### config.mk
export PLATFORM = sky130hd
export DESIGN_NAME = axi_8bit_adder_join
export DESIGN_NICKNAME = d
export VERILOG_FILES = /design/src/rtl/axi_8bit_adder_join.sv
export SDC_FILE = /design/constraint.sdc
export NUM_CORES = 1
export LEC_CHECK = 0
export ABC_AREA = 1
export CORE_ASPECT_RATIO = 0.6
export CORE_MARGIN = 2
export CORE_UTILIZATION = 54
export DETAILED_ROUTE_END_ITERATION = 8
export PLACE_DENSITY = 0.78
export SLEW_MARGIN = 20
export SYNTH_ARGS = -nofsm -noshare
export SYNTH_HDL_FRONTEND = slang
export SYNTH_SLANG_ARGS = --single-unit
### constraint.sdc
create_clock -name clk -period 2.62 [get_ports clk]
set_clock_uncertainty 0.2 [all_clocks]
set_input_delay 0.655 -clock clk [delete_from_list [all_inputs] [get_ports clk]]
set_output_delay 0.655 -clock clk [all_outputs]
set_load 0.01 [all_outputs]
### src/rtl/axi_8bit_adder_join.sv
// Joins two buffered 8-bit AXI-Stream operand channels into one registered 9-bit sum stream.
// Optional macro ADDER_SATURATE_EN: saturate sum[7:0] at 255 and use bit 8 as the overflow flag.
module axi_8bit_adder_join #(
  parameter int DEPTH = 2,
  parameter int OUT_W = 9
) (
  input  logic             clk,
  input  logic             rst_n,
  input  logic             s_axis_a_valid,
  output logic             s_axis_a_ready,
  input  logic [7:0]       s_axis_a_data,
  input  logic             s_axis_b_valid,
  output logic             s_axis_b_ready,
  input  logic [7:0]       s_axis_b_data,
  output logic             m_axis_valid,
  input  logic             m_axis_ready,
  output logic [OUT_W-1:0] m_axis_data
);
  localparam int          AW     = (DEPTH > 2) ? 2 : 1;
  localparam logic [AW:0] L_FULL = (AW+1)'(DEPTH);

  // A beat transfers on a rising edge where valid and ready are both high; a source
  // holds valid/data until then, and readies come only from local buffer occupancy.
  logic [7:0]       r_a_mem [DEPTH];
  logic [7:0]       r_b_mem [DEPTH];
  logic [AW-1:0]    r_a_wr, r_a_rd, r_b_wr, r_b_rd;
  logic [AW:0]      r_a_cnt, r_b_cnt;
  logic             r_valid;
  logic [OUT_W-1:0] r_data;

  logic             w_a_push, w_b_push, w_fire;
  logic [OUT_W-1:0] w_sum, w_result;

  assign s_axis_a_ready = (r_a_cnt != L_FULL);
  assign s_axis_b_ready = (r_b_cnt != L_FULL);
  assign w_a_push       = s_axis_a_valid & s_axis_a_ready;
  assign w_b_push       = s_axis_b_valid & s_axis_b_ready;
  assign w_fire         = (r_a_cnt != '0) & (r_b_cnt != '0) & (~r_valid | m_axis_ready);
  assign w_sum          = {1'b0, r_a_mem[r_a_rd]} + {1'b0, r_b_mem[r_b_rd]};

`ifdef ADDER_SATURATE_EN
  assign w_result = w_sum[8] ? {1'b1, 8'hFF} : w_sum;
`else
  assign w_result = w_sum;
`endif

  assign m_axis_valid = r_valid;
  assign m_axis_data  = r_data;

  // Storage needs no reset: occupancy counts alone decide what is readable.
  always_ff @(posedge clk) begin
    if (w_a_push) r_a_mem[r_a_wr] <= s_axis_a_data;
    if (w_b_push) r_b_mem[r_b_wr] <= s_axis_b_data;
  end

  always_ff @(posedge clk or negedge rst_n) begin
    if (!rst_n) begin
      r_a_wr  <= '0;
      r_a_rd  <= '0;
      r_a_cnt <= '0;
      r_b_wr  <= '0;
      r_b_rd  <= '0;
      r_b_cnt <= '0;
      r_valid <= 1'b0;
      r_data  <= '0;
    end else begin
      if (w_a_push) r_a_wr <= r_a_wr + 1'b1;
      if (w_b_push) r_b_wr <= r_b_wr + 1'b1;
      if (w_fire) begin
        r_a_rd <= r_a_rd + 1'b1;
        r_b_rd <= r_b_rd + 1'b1;
      end
      case ({w_a_push, w_fire})
        2'b10:   r_a_cnt <= r_a_cnt + 1'b1;
        2'b01:   r_a_cnt <= r_a_cnt - 1'b1;
        default: r_a_cnt <= r_a_cnt;
      endcase
      case ({w_b_push, w_fire})
        2'b10:   r_b_cnt <= r_b_cnt + 1'b1;
        2'b01:   r_b_cnt <= r_b_cnt - 1'b1;
        default: r_b_cnt <= r_b_cnt;
      endcase
      if (w_fire) begin
        r_valid <= 1'b1;
        r_data  <= w_result;
      end else if (r_valid && m_axis_ready) begin
        r_valid <= 1'b0;
      end
    end
  end
endmodule

Yosys cells after proc, flatten, opt, wreduce, memory -nomap -nowiden
Memories as Yosys holds them, arrays and structs flattened.
Index checks and enable logic that the tools add are counted.
W data, S select, Z words.

word-level totals
  register bits after elaboration = 18
  RAM bits = 32
  input bits = 21
  memories = 2

cells by class
  $add $sub $neg = 9
  equality and inequality tests = 6
  mux-type cells = 8
  bitwise gates (word level) = 6
  reductions and logical operators = 6

memories
  name     words  width  read ports  clocked after memory_dff  wr ports  RTL line  source
  r_a_mem  2      8      1           0                         1         24        logic [7:0] r_a_mem [DEPTH];
  r_b_mem  2      8      1           0                         1         25        logic [7:0] r_b_mem [DEPTH];

operators with widths
  operator               number
  $reduce_bool A2 Y1     5
  $add A8 B8 Y9          1
  $pmux W2 S2            2
  $mux W1                6
  $add A1 B1 Y1 const B  4
  $add A2 B1 Y2 const B  2
  $and A1 B1 Y1          4
  $eq A2 B1 Y1 const B   2
  $eq A2 B2 Y1 const B   2
  $ne A2 B2 Y1 const B   2
  $sub A2 B1 Y2 const B  2
  $logic_and A1 B1 Y1    1
  $not A1 Y1             1
  $or A1 B1 Y1           1

Longest topological paths before layout
Gate-level depths: netlist of run 1.

  word-level depth = 5
  mapped depth = 15

Worst setup path before layout of run 1
No wires, ideal clock.

  path kind = register -> register
  start = reg r_a_rd
  end = reg r_data[4], in the netlist m_axis_data[4]
  library setup time = 0.117 ns
  arrival = 1.735 ns
  required time = 2.303 ns
  slack = 0.567 ns
  stages on the path, launching flop included = 15
  path buffers = 1
  period minus slack after synthesis = 2.053 ns
  path through = dfrtp_1 buf_2 inv_2 nand2_1 nand2_1 ha_1 inv_1 fa_1 inv_1 nand2_1 nand2_1 and2_4 nand2_1 nand3_1 nand2_1

on the way
  cells in the longest elaborated chain, start to end = 2

RTL lines
  element                   RTL line  source
  start: declaration        26        logic [AW-1:0] r_a_wr, r_a_rd, r_b_wr, r_b_rd;
  start signal: assignment  70        r_a_rd <= r_a_rd + 1'b1;
  $mem_v2 Z2 W8             n/a
  $add A8 B8 Y9             39        assign w_sum = {1'b0, r_a_mem[r_a_rd]} + {1'b0, r_b_mem[r_b_rd]};
  end signal: assignment    85        r_data <= w_result;
  end: declaration          29        logic [OUT_W-1:0] r_data;

Every way passes these cells.
A chain may end at the register's enable or synchronous reset.

Worst setup path in the final report of run 1
  start = reg r_a_cnt[0]
  end = out s_axis_a_ready

on the way
  cells in the longest elaborated chain, start to end = 1

RTL lines
  element                   RTL line  source
  start: declaration        27        logic [AW:0] r_a_cnt, r_b_cnt;
  start signal: assignment  74        2'b10: r_a_cnt <= r_a_cnt + 1'b1;
  start signal: assignment  75        2'b01: r_a_cnt <= r_a_cnt - 1'b1;
  start signal: assignment  76        default: r_a_cnt <= r_a_cnt;
  $ne A2 B2 Y1              34        assign s_axis_a_ready = (r_a_cnt != L_FULL);
  end: declaration          10        output logic s_axis_a_ready,

Every way passes these cells.

==> results of run 1 <==
==> logic make-up after synthesis <==
logic type / after synthesis / share of synthesized area, %
adder cells (fa/ha/maj): 11 / 6.34
XOR/XNOR: 8 / 3.06
buffers and inverters: 21 / 3.88
flip-flops: 50 / 61.7
AO/OA/AOI/OAI: 19 / 5.14
AND/OR/NAND/NOR: 111 / 19.9
==> per-layer routing <==
| layer | vias to the layer above | part of all wire (%) | GRT usage, % |
|---|---|---|---|
| li1 | 806 | - | - |
| met1 | 694 | 51 | 27.8 |
| met2 | 49 | 42 | 26.0 |
| met3 | 4 | 6.7 | 5.13 |
| met4 | 0 | 0.98 | 5.30 |
| met5 | - | 0 | 0 |
==> layout make-up <==
class	count	area (µm²)
Clock buffer	7	76.3
Fill cell	321	1310
Timing Repair Buffer	39	373
Sequential cell	50	1410
Tap cell	60	75.1
Inverter	18	67.6
Multi-Input combinational cell	149	788
==> power groups by stage <==
stage | combinational (mW) | clock, mW | sequential, mW
after floorplan | 1.26 | 0 | 1.29
after global placement | 1.74 | 0 | 1.31
after detailed placement | 1.79 | 0 | 1.31
after CTS | 1.80 | 0.424 | 1.29
after global routing | 2.03 | 0.460 | 1.33
final | 1.79 | 0.408 | 1.29
==> registers in the layout, summed over array words and instances, names as in the netlist <==
| name | flops |
|---|---|
| m_axis_data | 9 |
| m_axis_valid | 1 |
| r_a_cnt | 2 |
| r_a_mem | 16 |
| r_a_rd | 1 |
| r_a_wr | 1 |
| r_b_cnt | 2 |
| r_b_mem | 16 |
| r_b_rd | 1 |
| r_b_wr | 1 |
==> stage by stage <==
| stage | instance area, µm² | setup slack, ns |
|---|---|---|
| 2_1_floorplan | 2290 | 0.567 |
| 3_3_place_gp | 2720 | 0.343 |
| 3_5_place_dp | 2720 | 0.290 |
| 4_1_cts | 2790 | 0.296 |
| 5_1_grt | 2790 | 0.149 |
| 6_report | 2790 | 0.307 |
==> cell usage in the layout (no fill, tap or decap), drive strengths merged <==
cell type	count
nand2	84
clkdlybuf4s50	32
a21oi	8
xnor2	4
fa	1
and2	1
edfxtp	32
nor2	10
nand3	8
buf	7
inv	18
dfrtp	18
ha	10
nand3b	2
o21ai	9
o22ai	1
or2	5
clkbuf	7
o221ai	1
and3	1
xor2	4
==> critical path: stages, from the launching register on <==
cell and delay, ns:
dfrtp_1 0.45, inv_1 0.07, nand2_1 0.10, clkdlybuf4s50_1 0.54
==> how the worst max path moves through the flow <==
| stage | startpoint | to | depth (start not counted) |
|---|---|---|---|
| after global routing | r_b_rd | m_axis_data[6] | 14 |
| after global placement | m_axis_ready | r_b_cnt[1] | 7 |
| after CTS | r_b_cnt[0] | s_axis_b_ready | 3 |
| final | r_a_cnt[0] | s_axis_a_ready | 3 |
| after detailed placement | m_axis_ready | r_a_cnt[1] | 7 |
| after floorplan | r_a_rd | m_axis_data[4] | 14 |
==> flow_summary.yaml, run 1 <==
run_status:
  status: "complete, no violations"
run:
  cap_violations: 0
yosys:
  synthDistinctLibCells: 24
  ys_ff_latch: 50
  synth_flop_cell: "edfxtp_1"
  synth_most_common_cell: "nand2_1"
  synthCells: 220
  yosys.area.top_type: "edfxtp_1"
  ys_seq_area_share_pct: 61.7
  synth-edff-count: 32
  synth_top_area_share_pct: 42.0
  syn_area_um2: 2290
  synthesis.nets: 252
  async_flop_share_pct: 36.0
  ys_warn_count: 0
  synth_area_leaders: "edfxtp_1 (42%), dfrtp_1 (20%), nand2_1 (14%)"
  synth_common_cells: "nand2_1 (84), edfxtp_1 (32), dfrtp_1 (18)"
  avgSynthCellArea_um2: 10.4
floorplanning:
  io_pins: 33
  dieHeight_um: 54.4
  die_area_um2: 4790
  core_um2: 4100
  die_w_um: 88.0
  start_util_pct: 55.8
  rows: 18
pwr:
  power_mw: 3.49
  clockPowerShare_pct: 11.7
  pwr_density_cell_nw_per_um2: 1250
  ir_drop_mv: 0.640
  switching_power_mw: 1.38
  netSwitchingFraction_pct: 39.7
  power.leakage_nw: 1.24
  p_comb_share_pct: 51.2
  seq_power_share_pct: 37.1
  p_int_mw: 2.11
worst_setup_path:
  cp.arrival_ns: 1.46
  path_max_fanout: 6
  crit_type: "reg2out"
  cp-end-kind: "output port"
  r2r_start: "r_b_rd"
  reg2reg_slack_ns: 0.35
  reg2reg_depth: 14
  required_ns: 1.76
  r2r-end: "m_axis_data[6]"
  crit_path_start_kind: "flip-flop"
global_routing:
  grt_max_degree: 19
  grt_antenna_before_repair: 0
  grt.overflow.total: 0
  grt_pass1_wl_um: 6360
  grt_pass1_vias: 1375
  globalRouteTotalUtil_pct: 18.4
final_layout:
  syn2layout_area_growth_pct: 22.0
  final_cells: 323
  nNetsFinal: 295
  antenna_cells: 0
  post-route-util_pct: 68.1
  drive_gt1_share_pct: 6.84
placed_design:
  gp_congestion: 0.789
  port_buffers: 32
  dp_cells: 316
  dp_hpwl_um: 3120
drt:
  firstDrtPassIters: 4
  drt-total-wl_um: 3980
  antenna_left: 0
  wl_per_cell_um: 12.3
  drc: 0
  via_count: 1553
  via_per_inst: 4.81
  drt_iter0_markers: 99
timing:
  worst_pin_slew_ns: 0.687
  setup_tns_ns: 0
  rsz0062_at_grt: "false"
  fin_crit_sh_pct: 88.3
  finalSetupViolations: 0
  whs_ns: 0.285
  timing_hold_violations_final: 0
  slew_viol_final: 0
  clock.fmax_mhz: 432
  min_period_ns: 2.31
  relSlewSlack_pct: 54.2
min_path:
  hold_path_depth: 2
  min_path_type: "reg2reg"
  hold_end: "m_axis_data[8]"
  hp-start: "m_axis_data[8]"
cts:
  clock_latency_ns: 0.29
  h-tree-depth: 2
  cts_hold_buf: 0
  cts-root-buf: "clkbuf_8"
  cts_made_buffers: 5
  cts_setup_buffers: 0
  cts_num_sinks: 50
  clkTransAtPathRegs_ns: 0.08
  cts_tree: "built"
  cts_max_path_buffers: 2
  post_cts_resized: 0
Power figures use the tool's default switching activity.
==> run 2: changes to the inputs <==
--- a/config.mk
+++ b/config.mk
@@ -8,10 +8,11 @@
 export ABC_AREA = 1
 export CORE_ASPECT_RATIO = 0.6
 export CORE_MARGIN = 2
-export CORE_UTILIZATION = 54
+export CORE_UTILIZATION = 35
 export DETAILED_ROUTE_END_ITERATION = 8
-export PLACE_DENSITY = 0.78
+export PLACE_DENSITY = 0.54
 export SLEW_MARGIN = 20
 export SYNTH_ARGS = -nofsm -noshare
 export SYNTH_HDL_FRONTEND = slang
 export SYNTH_SLANG_ARGS = --single-unit
+export TNS_END_PERCENT = 20
==> flow_summary.yaml, run 2 (synthesized netlist as in run 1, its figures left out) <==
drt:
  drt_iter0_markers: 95
  m1WireLength_um: 2430
  wl_met2_um: 1640
  via_count: 1542
  wl_per_cell_um: 12.2
  routed.top_layer: "met4"
  via_per_inst: 4.42
  met3_length_um: 177
  antenna_left: 0
  firstDrtPassIters: 5
  drc: 0
  drt-total-wl_um: 4260
timing:
  finalSetupViolations: 0
  relSlewSlack_pct: 49.5
  worst_pin_slew_ns: 0.758
  min_period_ns: 2.33
  fin_crit_sh_pct: 89.1
  slew_viol_final: 0
  setup_tns_ns: 0
  rsz0062_at_grt: "false"
  timing_hold_violations_final: 0
  timing.final.ws_setup_ns: 0.287
  clock.fmax_mhz: 429
final_layout:
  layout_commonest_cell: "nand2_1"
  design_area_um2: 2840
  post-route-util_pct: 45.7
  layout_common_cells: "nand2_1 (84), clkdlybuf4s50_1 (32), edfxtp_1 (32)"
  nNetsFinal: 296
  syn2layout_area_growth_pct: 24.3
  drive_gt1_share_pct: 7.92
  antenna_cells: 0
cts:
  cts_num_sinks: 50
  clkTransAtPathRegs_ns: 0.09
  post_cts_resized: 0
  h-tree-depth: 2
  cts_hold_buf: 0
  cts-root-buf: "clkbuf_8"
  cts_tree: "built"
  cts_max_path_buffers: 2
  cts_setup_buffers: 0
  clock_latency_ns: 0.29
  cts_made_buffers: 5
floorplanning:
  start_util_pct: 36.8
  dieHeight_um: 66.6
  die_area_um2: 7220
  rows: 22
  io_pins: 33
  core_um2: 6220
  die_w_um: 108
run:
  cap_violations: 0
worst_setup_path:
  crit_path_start_kind: "flip-flop"
  cp.arrival_ns: 1.48
  path_max_fanout: 6
  required_ns: 1.76
  crit_type: "reg2out"
  cp-end-kind: "output port"
global_routing:
  grt_pass1_vias: 1393
  grt.overflow.total: 0
  grt_pass1_wl_um: 6930
  globalRouteTotalUtil_pct: 13.0
  grt_max_degree: 19
  grt_antenna_before_repair: 0
placed_design:
  gp_congestion: 0.773
  port_buffers: 32
  placed_area_um2: 2750
  dp_hpwl_um: 3220
  post-place-ws_ns: 0.311
pwr:
  power.leakage_nw: 1.25
  pwr_density_cell_nw_per_um2: 1250
  power_mw: 3.54
  ir_drop_mv: 0.502
run_status:
  status: "complete, no violations"
min_path:
  min_path_type: "reg2reg"
## run 2: cell types whose count changed in the layout (fill, tap and decap cells not counted)
cell	before	now
clkinv_2	0	1
buf_4	7	8
clkbuf_8	5	6
clkbuf_1	2	1
## run 2: area by class of cell
class | count | area, µm²
Sequential cell | 50 | 1410
Clock inverter | 1 | 5.00
Inverter | 18 | 67.6
Fill cell | 638 | 3380
Tap cell | 84 | 105
Multi-Input combinational cell | 149 | 788
Timing Repair Buffer | 40 | 380
Clock buffer | 7 | 86.3
## run 2: worst max-delay path: stages (launching register included)
cell and delay (ns):
dfrtp_1 0.48, inv_1 0.06, nand2_1 0.10, clkdlybuf4s50_1 0.55
## run 2: report_power, final
group	internal, mW	switching (mW)	leakage, nW
Clock	0.213	0.237	0.0482
Sequential	1.13	0.160	0.510
Combinational	0.805	1.00	0.693
Total	2.14	1.40	1.25
## run 2: metal layers
| metal | track usage [%] | vias up |
|---|---|---|
| li1 | - | 812 |
| met1 | 20.8 | 699 |
| met2 | 16.5 | 29 |
| met3 | 4.60 | 2 |
| met4 | 1.92 | 0 |
| met5 | 0 | - |
## run 2: final timing paths
check	startpoint	to	slack (ns)	depth (start not counted)
worst min-delay path	m_axis_data[7]	m_axis_data[7]	0.29	2
worst max register to register	r_a_rd	m_axis_data[6]	0.42	14
max in group asynchronous	rst_n	m_axis_data[5]	1.51	2
worst min register to register	m_axis_data[7]	m_axis_data[7]	0.29	2
min in group asynchronous	rst_n	m_axis_data[8]	0.49	2
worst max-delay path	r_b_cnt[0]	s_axis_b_ready	0.29	3
## run 2: per-stage QoR
stage	instances	hold slack, ns
2_1_floorplan	220	0.159
3_3_place_gp	341	0.261
3_5_place_dp	341	0.269
4_1_cts	349	0.291
5_1_grt	349	0.328
6_report	349	0.287
